<file path="src/rtl/mem_pkg.sv">
// Shared types, encodings and lane helpers for the memory-stage load/store unit.
package mem_pkg;

  localparam logic [1:0] SIZE_BYTE = 2'b00;
  localparam logic [1:0] SIZE_HALF = 2'b01;
  localparam logic [1:0] SIZE_WORD = 2'b10;

  localparam logic [1:0] RESULT_SRC_LOAD = 2'b01;

  typedef enum logic [1:0] {
    IDLE = 2'b00,
    REQ  = 2'b01,
    WAIT = 2'b10,
    DONE = 2'b11
  } state_t;

  function automatic logic [3:0] byte_strobe(input logic [1:0] size, input logic [1:0] off);
    case (size)
      SIZE_BYTE: return 4'b0001 << off;
      SIZE_HALF: return 4'b0011 << {off[1], 1'b0};
      default:   return 4'b1111;
    endcase
  endfunction

  function automatic logic [31:0] store_lanes(input logic [1:0] size, input logic [31:0] data);
    case (size)
      SIZE_BYTE: return {4{data[7:0]}};
      SIZE_HALF: return {2{data[15:0]}};
      default:   return data;
    endcase
  endfunction

  function automatic logic misaligned(input logic [1:0] size, input logic [1:0] off);
    case (size)
      SIZE_BYTE: return 1'b0;
      SIZE_HALF: return off[0];
      default:   return off != 2'b00;
    endcase
  endfunction

  // Drops the low address bits that a misaligned half/word access cannot use
  function automatic logic [31:0] align_addr(input logic [1:0] size, input logic [31:0] addr);
    case (size)
      SIZE_BYTE: return addr;
      SIZE_HALF: return {addr[31:1], 1'b0};
      default:   return {addr[31:2], 2'b00};
    endcase
  endfunction

endpackage

</file>
<file path="src/rtl/load_align.sv">
// Load lane select plus sign/zero extension of the returned read word.
module load_align
  import mem_pkg::*;
(
  input  logic [31:0] rdata,
  input  logic [1:0]  offset,
  input  logic [1:0]  size,
  input  logic        is_unsigned,
  output logic [31:0] result
);

  logic [7:0]  byte_s;
  logic [15:0] half_s;

  // Pick the addressed lane and extend it to 32 bits
  always_comb begin
    byte_s = rdata[{offset, 3'b000} +: 8];
    half_s = rdata[{offset[1], 4'b0000} +: 16];
    case (size)
      SIZE_BYTE: result = {{24{~is_unsigned & byte_s[7]}}, byte_s};
      SIZE_HALF: result = {{16{~is_unsigned & half_s[15]}}, half_s};
      default:   result = rdata;
    endcase
  end

endmodule

</file>
<file path="src/rtl/mem_access_unit.sv">
// Memory-stage load/store unit: one outstanding request/grant bus transaction.
// Optional misaligned-access trap enabled by defining MEM_ACCESS_MISALIGN_TRAP_EN.
module mem_access_unit
  import mem_pkg::*;
(
  input  logic        clk,
  input  logic        reset_n,
  input  logic [31:0] ALUResultM,
  input  logic [31:0] WriteDataM,
  input  logic        MemWriteM,
  input  logic [1:0]  ResultSrcM,
  input  logic [1:0]  MemSizeM,
  input  logic [2:0]  funct3M,
  output logic        bus_req,
  output logic        bus_we,
  output logic [31:0] bus_addr,
  output logic [31:0] bus_wdata,
  output logic [3:0]  bus_wstrb,
  input  logic        bus_gnt,
  input  logic        bus_rvalid,
  input  logic [31:0] bus_rdata,
  output logic [31:0] ReadDataM,
  output logic        StallM,
  output logic        MisalignM
);

  state_t      state_r, state_nxt;
  logic        pending_s;
  logic        mis_s;
  logic [31:0] addr_s;
  logic [1:0]  off_r;
  logic [1:0]  size_r;
  logic        uns_r;
  logic [31:0] load_s;
  logic [1:0]  unused_funct3_s;

  assign unused_funct3_s = funct3M[1:0];
  assign pending_s = MemWriteM | (ResultSrcM == RESULT_SRC_LOAD);
  assign StallM    = pending_s & (state_r != DONE);

`ifdef MEM_ACCESS_MISALIGN_TRAP_EN
  logic misalign_r;

  assign mis_s     = misaligned(MemSizeM, ALUResultM[1:0]);
  assign addr_s    = ALUResultM;
  assign MisalignM = misalign_r;

  // Raised on the IDLE->DONE trap transition, so it covers the DONE cycle only
  always_ff @(posedge clk or negedge reset_n) begin
    if (!reset_n) begin
      misalign_r <= 1'b0;
    end else begin
      misalign_r <= (state_r == IDLE) & pending_s & mis_s;
    end
  end
`else
  assign mis_s     = 1'b0;
  assign addr_s    = align_addr(MemSizeM, ALUResultM);
  assign MisalignM = 1'b0;
`endif

  load_align u_load_align (
    .rdata       (bus_rdata),
    .offset      (off_r),
    .size        (size_r),
    .is_unsigned (uns_r),
    .result      (load_s)
  );

  // State register
  always_ff @(posedge clk or negedge reset_n) begin
    if (!reset_n) begin
      state_r <= IDLE;
    end else begin
      state_r <= state_nxt;
    end
  end

  // Next-state logic; bus_we doubles as the captured store/load selector
  always_comb begin
    state_nxt = state_r;
    case (state_r)
      IDLE: begin
        if (pending_s) begin
          state_nxt = mis_s ? DONE : REQ;
        end else begin
          state_nxt = IDLE;
        end
      end
      REQ: begin
        if (bus_gnt) begin
          state_nxt = bus_we ? DONE : WAIT;
        end else begin
          state_nxt = REQ;
        end
      end
      WAIT: begin
        if (bus_rvalid) begin
          state_nxt = DONE;
        end else begin
          state_nxt = WAIT;
        end
      end
      DONE:    state_nxt = IDLE;
      default: state_nxt = IDLE;
    endcase
  end

  // Bus request fields and load control, captured on REQ entry and held until grant
  always_ff @(posedge clk or negedge reset_n) begin
    if (!reset_n) begin
      bus_req   <= 1'b0;
      bus_we    <= 1'b0;
      bus_addr  <= 32'h0000_0000;
      bus_wdata <= 32'h0000_0000;
      bus_wstrb <= 4'b0000;
      off_r     <= 2'b00;
      size_r    <= 2'b00;
      uns_r     <= 1'b0;
    end else begin
      case (state_r)
        IDLE: begin
          if (pending_s && !mis_s) begin
            bus_req   <= 1'b1;
            bus_we    <= MemWriteM;
            bus_addr  <= {addr_s[31:2], 2'b00};
            bus_wdata <= MemWriteM ? store_lanes(MemSizeM, WriteDataM) : 32'h0000_0000;
            bus_wstrb <= MemWriteM ? byte_strobe(MemSizeM, addr_s[1:0]) : 4'b0000;
            off_r     <= addr_s[1:0];
            size_r    <= MemSizeM;
            uns_r     <= funct3M[2];
          end
        end
        REQ: begin
          if (bus_gnt) begin
            bus_req <= 1'b0;
          end
        end
        default: begin
        end
      endcase
    end
  end

  // Load result register, updated only when a load's data returns
  always_ff @(posedge clk or negedge reset_n) begin
    if (!reset_n) begin
      ReadDataM <= 32'h0000_0000;
    end else if ((state_r == WAIT) && bus_rvalid) begin
      ReadDataM <= load_s;
    end
  end

endmodule

</file>
<file path="config.mk">
export PLATFORM = sky130hd
export DESIGN_NAME = mem_access_unit
export DESIGN_NICKNAME = d
export VERILOG_FILES = /design/src/rtl/mem_pkg.sv /design/src/rtl/load_align.sv /design/src/rtl/mem_access_unit.sv
export SDC_FILE = /design/constraint.sdc
export NUM_CORES = 1
export LEC_CHECK = 0
export BUFFER_PORTS_ARGS = -buffer_cell sky130_fd_sc_hd__buf_2
export CORE_MARGIN = 8
export CORE_UTILIZATION = 53
export CTS_BUF_LIST = sky130_fd_sc_hd__clkbuf_4 sky130_fd_sc_hd__clkbuf_8
export DETAILED_ROUTE_END_ITERATION = 8
export PLACE_DENSITY = 0.9
export SLEW_MARGIN = 20
export SYNTH_ARGS = -nofsm -noshare
export SYNTH_HDL_FRONTEND = slang
export SYNTH_SLANG_ARGS = --single-unit
</file>
<file path="constraint.sdc">
create_clock -name clk -period 2.95 [get_ports clk]
set_clock_uncertainty 0.2 [all_clocks]
set_input_delay 0.59 -clock clk [delete_from_list [all_inputs] [get_ports clk]]
set_output_delay 0.59 -clock clk [all_outputs]
set_load 0.01 [all_outputs]
</file>
==> results of run 1 <==
==> sequential cells by signal, summed over array words and instances (netlist names), named ones only <==
signal,cells
ReadDataM,32
bus_wstrb,4
bus_addr,30
bus_wdata,32
size_r,2
uns_r,1
bus_req,1
off_r,2
bus_we,1
state_r,1
==> final cells by class <==
class | count | area [sq um] | area share, %
inverters | 4 | 15.0 | 0.243
clock buffers | 9 | 124 | 2.00
repair buffers | 213 | 1110 | 18.0
diodes | 1 | 2.50 | 0.0405
well taps | 111 | 139 | 2.25
multi-input cells | 312 | 2020 | 32.6
clock inverters | 7 | 100 | 1.62
flip-flops and latches | 107 | 2680 | 43.3
==> layout by cell type (no fill, tap or decap), types with 2 or more instances in the layout <==
master	instances
buf_12	2
a21oi_1	31
nand3_1	35
clkinvlp_4	2
nor2b_1	12
nor3_1	2
nand2_1	55
o221ai_1	7
mux2_2	32
clkbuf_8	9
dfrtp_1	107
bufinv_16	2
o22a_1	8
a22o_1	8
buf_2	205
nand3b_1	2
conb_1	3
nand2b_1	2
or3_1	2
inv_1	4
mux2i_1	33
buf_4	6
o21ai_0	41
nor2_1	24
==> kinds of logic (layout without fill, tap and decap cells) <==
| logic type | Yosys count | count (layout) | synth area share [%] |
|---|---|---|---|
| AO/OA/AOI/OAI | 104 | 104 | 13.5 |
| buffers and inverters | 38 | 233 | 3.95 |
| other | 1 | 4 | 0.0770 |
| AND/OR/NAND/NOR | 140 | 140 | 13.4 |
| multiplexers | 65 | 65 | 14.2 |
| flip-flops | 107 | 107 | 55.0 |
==> worst max path at each step <==
stage	slack (ns)	depth (start not counted)	start	to
floorplan	1.12	5	bus_rdata[31]	ReadDataM[20]$_DFFE_PN0P_
global placement	0.75	5	bus_rdata[31]	ReadDataM[22]$_DFFE_PN0P_
detailed placement	0.70	5	bus_rdata[31]	ReadDataM[25]$_DFFE_PN0P_
CTS	0.77	5	off_r[1]$_DFFE_PN0P_	ReadDataM[25]$_DFFE_PN0P_
global route	0.60	5	off_r[1]$_DFFE_PN0P_	ReadDataM[22]$_DFFE_PN0P_
finish	0.77	5	off_r[1]$_DFFE_PN0P_	ReadDataM[20]$_DFFE_PN0P_
==> report_power, final <==
part / total [uW] / switching (uW) / internal, uW
Sequential: 2610 / 436 / 2180
Combinational: 2750 / 1530 / 1220
Clock: 1000 / 517 / 486
==> critical path, stage by stage, from the launching register on <==
cell and delay, ns:
dfrtp_1 0.42, buf_4 0.29, mux2i_1 0.38, o22ai_4 0.14
a21oi_4 0.45, nand3_1 0.14
==> per-layer routing <==
| layer | vias to the layer above | GRT usage, % | share of wire, % |
|---|---|---|---|
| met5 | - | 0 | 0.074 |
| met4 | 2 | 9.30 | 2.9 |
| met3 | 39 | 10.1 | 12 |
| met2 | 258 | 40.0 | 49 |
| met1 | 2100 | 26.1 | 36 |
| li1 | 1989 | - | - |
==> per-stage QoR <==
step                      hold WS, ns  power, uW  setup slack [ns]  area, sq um
after floorplan                0.0944       4190              1.12         4880
after global placement          0.249       5250             0.751         5960
after detailed placement        0.259       5420             0.699         5960
after CTS                      0.0675       6420             0.768         6180
after global routing           0.0854       6800             0.602         6180
final                          0.0501       6370             0.770         6190
==> impl_metrics.prom, run 1 <==
# TYPE chip_impl_metric gauge
chip_impl_metric{name="floorplan.die_area",unit="sq mm"} 0.0125
chip_impl_metric{name="timing_hold_violations_final",unit=""} 0
chip_impl_metric{name="final_cells",unit=""} 764
chip_impl_metric{name="hold_buffer_count_at_cts",unit=""} 0
chip_impl_metric{name="cts_made_buffers",unit=""} 9
chip_impl_metric{name="yosysTopAreaCellShare",unit="%"} 55.0
chip_impl_metric{name="site_row_count",unit=""} 35
chip_impl_metric{name="ctsHtreeMaxLevel",unit=""} 3
chip_impl_metric{name="finalWirelength",unit="um"} 14900
chip_impl_metric{name="core_area",unit="sq mm"} 0.00906
chip_impl_info{name="reg2reg_to",value="ReadDataM[20]$_DFFE_PN0P_"} 1
chip_impl_metric{name="postSynth.asyncResetShare",unit="%"} 100
chip_impl_info{name="hold_class",value="in2async"} 1
chip_impl_metric{name="route.detailed.drc",unit=""} 0
chip_impl_metric{name="crit_required",unit="ns"} 2.96
chip_impl_info{name="cts_tree",value="done"} 1
chip_impl_metric{name="rrSetupSlack",unit="ns"} 0.77
chip_impl_metric{name="clock_insertion_delay_worst_skew",unit="ns"} 0.35
chip_impl_metric{name="fmax",unit="MHz"} 459
chip_impl_info{name="synth_top_area_cell",value="dfrtp_1"} 1
chip_impl_metric{name="setup-violations-final",unit=""} 0
chip_impl_metric{name="total_grt_overflow",unit=""} 0
chip_impl_metric{name="crit_arrival",unit="ns"} 2.19
chip_impl_metric{name="synth_seq_cells",unit=""} 107
chip_impl_metric{name="finalCoreUtilization",unit="%"} 68.2
chip_impl_metric{name="die_h",unit="um"} 112
chip_impl_metric{name="globalplace.congestion",unit=""} 0.891
chip_impl_metric{name="antenna_viol_nets_final",unit=""} 0
chip_impl_metric{name="min_period",unit="ns"} 2.18
chip_impl_info{name="synth.top_cells.by_count",value="107 x dfrtp_1, 55 x nand2_1, 41 x o21ai_0, 35 x nand3_1, 33 x mux2i_1"} 1
chip_impl_metric{name="routed_wire_length_per_instance",unit="um"} 19.4
chip_impl_metric{name="layout_worst_path_cycle_share",unit="%"} 73.9
chip_impl_metric{name="num_io_pins",unit=""} 212
chip_impl_metric{name="worst_r2r_path_depth",unit=""} 5
chip_impl_metric{name="vdd_drop_max",unit="uV"} 560
chip_impl_info{name="endpoint_kind_of_the_worst_setup_timing_path",value="flip-flop"} 1
chip_impl_metric{name="clock_path_buffers",unit=""} 2
chip_impl_metric{name="cts.repair_timing.setup_buffer_count",unit=""} 0
chip_impl_metric{name="synth_area_per_cell",unit="sq um"} 10.7
chip_impl_info{name="post_synth_main_area_contributors",value="dfrtp_1 55%, mux2_2 7.4%, mux2i_1 6.8%"} 1
chip_impl_metric{name="post_cts.resized_instances",unit=""} 0
chip_impl_metric{name="floorplan.initialDensity",unit="%"} 53.7
chip_impl_metric{name="vias_after_detailed_routing",unit=""} 4388
chip_impl_metric{name="antenna_found_initial",unit=""} 1
chip_impl_metric{name="grt_first_pass_wirelength",unit="um"} 24200
chip_impl_metric{name="nFillCells",unit=""} 690
chip_impl_info{name="synth_ff_type",value="dfrtp_1"} 1
chip_impl_metric{name="total_leakage_power",unit="uW"} 0.00313
chip_impl_metric{name="timing_worst_slew_pin_value",unit="ns"} 0.725
chip_impl_metric{name="maximum_number_of_pins_on_one_net_before_global_route_repair",unit=""} 64
chip_impl_metric{name="synth_area",unit="sq mm"} 0.00487
chip_impl_metric{name="max_cap_viol_count",unit=""} 0
chip_impl_metric{name="synthCells",unit=""} 455
chip_impl_metric{name="port-buffer-count",unit=""} 206
chip_impl_metric{name="detailedRoute.firstIterationViolations",unit=""} 262
chip_impl_metric{name="setup_total_negative_slack",unit="ns"} 0
chip_impl_info{name="rsz0062_at_grt",value="no"} 1
chip_impl_metric{name="seq_area_frac_synth",unit="%"} 55.0
chip_impl_info{name="worst_setup_path_start_kind",value="flip-flop"} 1
chip_impl_metric{name="numClockSinks",unit=""} 107
chip_impl_metric{name="fin_nets",unit=""} 755
chip_impl_metric{name="gr-usage-all-layers",unit="%"} 23.8
chip_impl_metric{name="slew_violations",unit=""} 0
chip_impl_metric{name="die_w",unit="um"} 112
chip_impl_info{name="synthMostInstantiatedCell",value="dfrtp_1"} 1
chip_impl_info{name="status",value="finished, final reports clean"} 1
chip_impl_info{name="worstReg2RegStart",value="off_r[1]$_DFFE_PN0P_"} 1
chip_impl_metric{name="dr.pass1.iters",unit=""} 6
chip_impl_metric{name="synth_warnings",unit=""} 0
chip_impl_metric{name="place.detailed.hpwl",unit="um"} 11400
chip_impl_metric{name="detail_route.vias_per_cell",unit=""} 5.74
chip_impl_info{name="crit_type",value="reg2reg"} 1
chip_impl_metric{name="max_slew_margin",unit="%"} 51.6
chip_impl_info{name="cts_root_buf",value="clkbuf_8"} 1
chip_impl_metric{name="place_inst",unit=""} 747
chip_impl_metric{name="path_max_fanout",unit=""} 18
chip_impl_metric{name="edff_count_synth",unit=""} 0
chip_impl_metric{name="netlist-cell-type-count",unit=""} 39
chip_impl_metric{name="layout-drive-gt1-share",unit="%"} 41.0
chip_impl_metric{name="power-per-cell-area",unit="mW/mm^2"} 1030
chip_impl_metric{name="area_delta_synth_final",unit="%"} 27.0
chip_impl_metric{name="clk_transition_reported_paths",unit="ns"} 0.10
chip_impl_metric{name="grt_pass1_vias",unit=""} 4779
(Power assumes the default switching activity.)
==> run 2: changes to the inputs <==
--- a/config.mk
+++ b/config.mk
@@ -7,10 +7,10 @@
 export LEC_CHECK = 0
 export BUFFER_PORTS_ARGS = -buffer_cell sky130_fd_sc_hd__buf_2
 export CORE_MARGIN = 8
-export CORE_UTILIZATION = 53
+export CORE_UTILIZATION = 49
 export CTS_BUF_LIST = sky130_fd_sc_hd__clkbuf_4 sky130_fd_sc_hd__clkbuf_8
 export DETAILED_ROUTE_END_ITERATION = 8
-export PLACE_DENSITY = 0.9
+export PLACE_DENSITY = 0.84
 export SLEW_MARGIN = 20
 export SYNTH_ARGS = -nofsm -noshare
 export SYNTH_HDL_FRONTEND = slang
==> constraint.sdc (replaced) <==
create_clock -name clk -period 2.3 [get_ports clk]
set_clock_uncertainty 0.2 [all_clocks]
set_input_delay 0.46 -clock clk [delete_from_list [all_inputs] [get_ports clk]]
set_output_delay 0.46 -clock clk [all_outputs]
set_load 0.01 [all_outputs]
==> impl_metrics.prom, run 2 (same netlist as run 1, synthesis figures left out) <==
# TYPE chip_impl_metric gauge
chip_impl_metric{name="setup_total_negative_slack",unit="ns"} 0
chip_impl_metric{name="n_antenna_cell",unit=""} 0
chip_impl_metric{name="total_leakage_power",unit="uW"} 0.00317
chip_impl_metric{name="crit_arrival",unit="ns"} 2.10
chip_impl_info{name="cts_root_buf",value="clkbuf_8"} 1
chip_impl_metric{name="vias_after_detailed_routing",unit=""} 4301
chip_impl_metric{name="clock_path_buffers",unit=""} 2
chip_impl_metric{name="fmax",unit="MHz"} 483
chip_impl_info{name="cts_tree",value="done"} 1
chip_impl_metric{name="gr-usage-all-layers",unit="%"} 21.8
chip_impl_metric{name="cts.repair_timing.setup_buffer_count",unit=""} 0
chip_impl_metric{name="multiInputGateArea",unit="sq mm"} 0.00202
chip_impl_info{name="endpoint_kind_of_the_worst_setup_timing_path",value="flip-flop"} 1
chip_impl_metric{name="grt_first_pass_wirelength",unit="um"} 22700
chip_impl_metric{name="finalWirelength",unit="um"} 14600
chip_impl_metric{name="place.detailed.hpwl",unit="um"} 11100
chip_impl_metric{name="setup-violations-final",unit=""} 0
chip_impl_info{name="worst_setup_path_start_kind",value="flip-flop"} 1
chip_impl_metric{name="die_w",unit="um"} 116
chip_impl_metric{name="routed_wire_length_per_instance",unit="um"} 18.5
chip_impl_metric{name="layout-drive-gt1-share",unit="%"} 41.4
chip_impl_metric{name="timing_worst_slew_pin_value",unit="ns"} 0.545
chip_impl_info{name="hold_class",value="in2reg"} 1
chip_impl_metric{name="num_io_pins",unit=""} 212
chip_impl_metric{name="maximum_number_of_pins_on_one_net_before_global_route_repair",unit=""} 63
chip_impl_metric{name="cts_made_buffers",unit=""} 9
chip_impl_metric{name="vdd_drop_max",unit="uV"} 820
chip_impl_metric{name="floorplan.die_area",unit="sq mm"} 0.0134
chip_impl_metric{name="globalplace.congestion",unit=""} 0.926
chip_impl_metric{name="min_period",unit="ns"} 2.07
chip_impl_metric{name="site_row_count",unit=""} 36
chip_impl_info{name="rsz0062_at_grt",value="no"} 1
chip_impl_metric{name="ctsHtreeMaxLevel",unit=""} 3
chip_impl_metric{name="area_delta_synth_final",unit="%"} 28.4
chip_impl_metric{name="core_area",unit="sq mm"} 0.00973
chip_impl_metric{name="route.detailed.drc",unit=""} 0
chip_impl_metric{name="numClockSinks",unit=""} 107
chip_impl_metric{name="ff_latch_area",unit="sq mm"} 0.00268
chip_impl_metric{name="detailedRoute.firstIterationViolations",unit=""} 434
chip_impl_info{name="biggestRegsByFlops",value="ReadDataM x32, bus_wdata x32, bus_addr x30"} 1
chip_impl_metric{name="max_cap_viol_count",unit=""} 0
chip_impl_metric{name="max_slew_margin",unit="%"} 63.7
chip_impl_metric{name="fin_nets",unit=""} 762
chip_impl_metric{name="power-per-cell-area",unit="mW/mm^2"} 1290
chip_impl_metric{name="clk_transition_reported_paths",unit="ns"} 0.10
chip_impl_info{name="layout_commonest_cell",value="buf_2"} 1
chip_impl_metric{name="timing_hold_violations_final",unit=""} 0
chip_impl_metric{name="crit_required",unit="ns"} 2.33
chip_impl_metric{name="path_max_fanout",unit=""} 16
chip_impl_metric{name="clock_insertion_delay_worst_skew",unit="ns"} 0.38
chip_impl_metric{name="finalCoreUtilization",unit="%"} 64.3
chip_impl_metric{name="antenna_found_initial",unit=""} 1
chip_impl_info{name="top_library_cells_by_usage_in_the_layout_fill_and_taps_aside",value="205 x buf_2, 107 x dfrtp_1, 55 x nand2_1"} 1
chip_impl_metric{name="total_grt_overflow",unit=""} 0
chip_impl_metric{name="slew_violations",unit=""} 0
chip_impl_info{name="crit_type",value="reg2reg"} 1
chip_impl_metric{name="antenna_viol_nets_final",unit=""} 0
chip_impl_metric{name="nFillCells",unit=""} 808
chip_impl_metric{name="port-buffer-count",unit=""} 206
chip_impl_info{name="status",value="finished, final reports clean"} 1
chip_impl_metric{name="die_h",unit="um"} 116
chip_impl_metric{name="dr.pass1.iters",unit=""} 5
chip_impl_metric{name="layout_worst_path_cycle_share",unit="%"} 90.0
chip_impl_metric{name="floorplan.initialDensity",unit="%"} 50.1
chip_impl_metric{name="detail_route.vias_per_cell",unit=""} 5.43
chip_impl_metric{name="grt_pass1_vias",unit=""} 4566
-- run 2: timing repair --
item	4_1_cts	5_1_grt
hold endpoints to repair	38	0
gates resized for setup	0	0
hold buffers	1	0
-- run 2: through the flow --
step | hold WS (ns) | area, sq um | cells | setup slack (ns) | power, uW
floorplan | -0.0356 | 4880 | 457 | 0.604 | 5370
global placement | 0.250 | 6030 | 775 | 0.258 | 6750
detailed placement | 0.266 | 6030 | 775 | 0.150 | 6930
CTS | 0.0875 | 6250 | 792 | 0.193 | 8180
global route | 0.0859 | 6250 | 792 | 0.124 | 8660
finish | 0.109 | 6250 | 792 | 0.231 | 8090
-- run 2: worst max-delay path, stage by stage (launching register included) --
cell     delay (ns)
dfrtp_1        0.44
mux2i_1        0.44
and4b_4        0.27
a21oi_4        0.42
nand3_1        0.16
-- run 2: final timing paths --
kind | from | endpoint | slack [ns] | cells past startpoint
max reg2reg | off_r[1]$_DFFE_PN0P_ | ReadDataM[27]$_DFFE_PN0P_ | 0.23 | 4
max | off_r[1]$_DFFE_PN0P_ | ReadDataM[27]$_DFFE_PN0P_ | 0.23 | 4
min in group asynchronous | reset_n | bus_addr[3]$_DFFE_PN0P_ | 0.44 | 2
min reg2reg | bus_wdata[29]$_DFFE_PN0P_ | bus_wdata[29]$_DFFE_PN0P_ | 0.28 | 2
max in group asynchronous | reset_n | ReadDataM[8]$_DFFE_PN0P_ | 0.77 | 3
min | ALUResultM[26] | bus_addr[26]$_DFFE_PN0P_ | 0.11 | 2
-- run 2: cell type report --
| class | instances | share of cell area [%] |
|---|---|---|
| multi-input cells | 312 | 32.3 |
| well taps | 133 | 2.66 |
| clock buffers | 10 | 2.10 |
| inverters | 4 | 0.240 |
| clock inverters | 6 | 1.28 |
| flip-flops and latches | 107 | 42.8 |
| repair buffers | 220 | 18.6 |
-- run 2: power by group --
group          internal [uW]  total, uW  switching (uW)
registers               2790       3330             535
logic                   1580       3520            1940
clock network            619       1250             629
-- run 2: per-layer routing --
metal  part of all wire [%]  vias up  track usage (%)
li1                       -     1995                -
met1                     37     2058             24.0
met2                     49      219             36.7
met3                     12       27             9.59
met4                    1.9        2             7.87
met5                  0.082        -                0
==> run 3: changes to the inputs <==
--- a/config.mk
+++ b/config.mk
@@ -11,6 +11,7 @@
 export CTS_BUF_LIST = sky130_fd_sc_hd__clkbuf_4 sky130_fd_sc_hd__clkbuf_8
 export DETAILED_ROUTE_END_ITERATION = 8
 export PLACE_DENSITY = 0.84
+export SETUP_SLACK_MARGIN = 0.02
 export SLEW_MARGIN = 20
 export SYNTH_ARGS = -nofsm -noshare
 export SYNTH_HDL_FRONTEND = slang
==> constraint.sdc (replaced) <==
create_clock -name clk -period 2.1 [get_ports clk]
set_clock_uncertainty 0.2 [all_clocks]
set_input_delay 0.42 -clock clk [delete_from_list [all_inputs] [get_ports clk]]
set_output_delay 0.42 -clock clk [all_outputs]
set_load 0.01 [all_outputs]
==> impl_metrics.prom, run 3 (same netlist as run 1, synthesis figures left out) <==
# TYPE chip_impl_metric gauge
chip_impl_info{name="status",value="finished, final reports clean"} 1
chip_impl_metric{name="setup-violations-final",unit=""} 0
chip_impl_metric{name="min_period",unit="ns"} 1.88
chip_impl_metric{name="p_sw_share",unit="%"} 39.0
chip_impl_metric{name="p_int",unit="uW"} 5360
chip_impl_metric{name="floorplan.initialDensity",unit="%"} 50.1
chip_impl_metric{name="crit_arrival",unit="ns"} 1.99
chip_impl_metric{name="fin_nets",unit=""} 763
chip_impl_metric{name="n_antenna_cell",unit=""} 0
chip_impl_metric{name="finalCoreUtilization",unit="%"} 64.4
chip_impl_info{name="endpoint_kind_of_the_worst_setup_timing_path",value="flip-flop"} 1
chip_impl_info{name="cts_tree",value="done"} 1
chip_impl_info{name="hold_class",value="in2reg"} 1
chip_impl_metric{name="pre_cts_ws",unit="ns"} 0.232
chip_impl_metric{name="clock_path_buffers",unit=""} 2
chip_impl_metric{name="total_leakage_power",unit="uW"} 0.00317
chip_impl_metric{name="groute.layer.met1.usage",unit="%"} 24.2
chip_impl_info{name="biggestRegsByFlops",value="ReadDataM x32, bus_wdata x32, bus_addr x30"} 1
chip_impl_metric{name="timing_hold_violations_final",unit=""} 0
chip_impl_metric{name="pwr-share-comb",unit="%"} 44.4
chip_impl_metric{name="gr-usage-all-layers",unit="%"} 21.9
chip_impl_metric{name="num_io_pins",unit=""} 212
chip_impl_metric{name="rrSetupSlack",unit="ns"} 0.22
chip_impl_metric{name="power-per-cell-area",unit="mW/mm^2"} 1400
chip_impl_metric{name="cts_made_buffers",unit=""} 9
chip_impl_info{name="layout_commonest_cell",value="buf_2"} 1
chip_impl_metric{name="setup_total_negative_slack",unit="ns"} 0
chip_impl_metric{name="post_cts.resized_instances",unit=""} 0
chip_impl_metric{name="detail_route.vias_per_cell",unit=""} 5.41
chip_impl_info{name="cts_root_buf",value="clkbuf_8"} 1
chip_impl_metric{name="globalplace.congestion",unit=""} 0.921
chip_impl_info{name="holdCritStartpoint",value="ALUResultM[24]"} 1
chip_impl_metric{name="vdd_drop_max",unit="uV"} 724
chip_impl_info{name="hold_worst_path_end",value="bus_addr[24]$_DFFE_PN0P_"} 1
chip_impl_metric{name="hold_buffer_count_at_cts",unit=""} 1
chip_impl_metric{name="finalWirelength",unit="um"} 14500
chip_impl_metric{name="port-buffer-count",unit=""} 206
chip_impl_metric{name="worst_r2r_path_depth",unit=""} 5
chip_impl_metric{name="fin_worst_hold_slack",unit="ns"} 0.0830
chip_impl_info{name="reg2reg_to",value="ReadDataM[2]$_DFFE_PN0P_"} 1
chip_impl_metric{name="max_slew_margin",unit="%"} 63.9
chip_impl_metric{name="fin_ws",unit="ns"} 0.217
chip_impl_metric{name="die_w",unit="um"} 116
chip_impl_metric{name="area_delta_synth_final",unit="%"} 28.6
chip_impl_metric{name="grt_use_met2",unit="%"} 37.5
chip_impl_metric{name="total_grt_overflow",unit=""} 0
chip_impl_metric{name="place.detailed.hpwl",unit="um"} 11300
chip_impl_metric{name="die_h",unit="um"} 116
chip_impl_metric{name="clock_insertion_delay_worst_skew",unit="ns"} 0.36
chip_impl_metric{name="grt_first_pass_wirelength",unit="um"} 23000
chip_impl_metric{name="max_cap_viol_count",unit=""} 0
chip_impl_metric{name="hold-path-cell-count",unit=""} 2
chip_impl_metric{name="grt.met3_usage",unit="%"} 8.13
chip_impl_info{name="top_library_cells_by_usage_in_the_layout_fill_and_taps_aside",value="205 x buf_2, 107 x dfrtp_1, 55 x nand2_1"} 1
chip_impl_info{name="rsz0062_at_grt",value="no"} 1
chip_impl_metric{name="cts.repair_timing.setup_buffer_count",unit=""} 0
chip_impl_info{name="gr-max-usage-layer",value="met2"} 1
chip_impl_metric{name="pwr-share-clk",unit="%"} 14.3
chip_impl_metric{name="antenna_viol_nets_final",unit=""} 0
chip_impl_metric{name="slew_violations",unit=""} 0
chip_impl_metric{name="floorplan.die_area",unit="sq mm"} 0.0134
chip_impl_metric{name="antenna_found_initial",unit=""} 1
chip_impl_info{name="worst_setup_path_start_kind",value="flip-flop"} 1
chip_impl_metric{name="route.detailed.drc",unit=""} 0
chip_impl_metric{name="detailedRoute.firstIterationViolations",unit=""} 359
chip_impl_metric{name="fmax",unit="MHz"} 531
chip_impl_metric{name="dr.pass1.iters",unit=""} 5
chip_impl_metric{name="ctsHtreeMaxLevel",unit=""} 3
chip_impl_metric{name="crit_required",unit="ns"} 2.21
chip_impl_metric{name="vias_after_detailed_routing",unit=""} 4294
chip_impl_metric{name="site_row_count",unit=""} 36
chip_impl_metric{name="pwr-share-seq",unit="%"} 41.2
chip_impl_metric{name="layout-drive-gt1-share",unit="%"} 41.5
chip_impl_info{name="worstReg2RegStart",value="off_r[1]$_DFFE_PN0P_"} 1
chip_impl_metric{name="timing_worst_slew_pin_value",unit="ns"} 0.540
chip_impl_metric{name="numClockSinks",unit=""} 107
chip_impl_metric{name="maximum_number_of_pins_on_one_net_before_global_route_repair",unit=""} 56
chip_impl_metric{name="core_area",unit="sq mm"} 0.00973
chip_impl_metric{name="path_max_fanout",unit=""} 17
chip_impl_metric{name="layout_worst_path_cycle_share",unit="%"} 89.7
chip_impl_metric{name="clk_transition_reported_paths",unit="ns"} 0.10
chip_impl_info{name="crit_type",value="reg2reg"} 1
chip_impl_metric{name="grt_pass1_vias",unit=""} 4634
chip_impl_metric{name="total_switching_power",unit="uW"} 3420
chip_impl_metric{name="nFillCells",unit=""} 820
chip_impl_metric{name="routed_wire_length_per_instance",unit="um"} 18.3
-- run 3: cell types whose count changed in the layout (fill, tap and decap cells not counted), sizes merged --
cell	delta
buf	+1
bufinv	-1
clkbuf	-1
clkinvlp	+1
inv	+1
-- run 3: routing by layer --
metal	up-vias	part of all wire (%)
met1	2069	36
met5	-	0.083
met4	2	2.2
li1	1998	-
met3	25	11
met2	200	50
-- run 3: layout make-up --
type	instances	area, sq um	share of cell area, %
Inverter	4	15.0	0.240
Clock inverter	7	66.3	1.06
Sequential cell	107	2680	42.7
Clock buffer	9	124	1.98
Timing Repair Buffer	221	1200	19.1
Multi-Input combinational cell	312	2020	32.2
Tap cell	133	166	2.66
-- run 3: worst max-delay path by stage --
stage / start / to / slack, ns / depth (start not counted)
2_1_floorplan: bus_rdata[31] / ReadDataM[20]$_DFFE_PN0P_ / 0.44 / 5
3_3_place_gp: bus_rdata[31] / ReadDataM[30]$_DFFE_PN0P_ / 0.26 / 6
3_5_place_dp: bus_rvalid / ReadDataM[8]$_DFFE_PN0P_ / 0.23 / 5
4_1_cts: state_r[0]$_DFF_PN0_ / ReadDataM[8]$_DFFE_PN0P_ / 0.22 / 4
5_1_grt: off_r[1]$_DFFE_PN0P_ / ReadDataM[2]$_DFFE_PN0P_ / 0.07 / 5
6_report: off_r[1]$_DFFE_PN0P_ / ReadDataM[2]$_DFFE_PN0P_ / 0.22 / 5
-- run 3: per-stage QoR --
| stage | cell area, sq um | cells | total power [uW] |
|---|---|---|---|
| 2_1_floorplan | 4880 | 457 | 5880 |
| 3_3_place_gp | 6060 | 776 | 7420 |
| 3_5_place_dp | 6060 | 776 | 7620 |
| 4_1_cts | 6260 | 793 | 8880 |
| 5_1_grt | 6260 | 793 | 9410 |
| 6_report | 6260 | 793 | 8780 |
-- run 3: critical path, cell delays in order, from the launching register on --
cell and delay, ns:
dfrtp_1 0.45, buf_4 0.29, nor2b_1 0.50, a21oi_1 0.15
nor2_1 0.11, o22a_1 0.14
-- run 3: power groups by stage --
stage          clock network [uW]  logic [uW]  registers [uW]
2_1_floorplan                   0        1820            4050
3_3_place_gp                    0        3830            3580
3_5_place_dp                    0        3970            3650
4_1_cts                      1290        3970            3620
5_1_grt                      1370        4290            3750
6_report                     1260        3900            3620
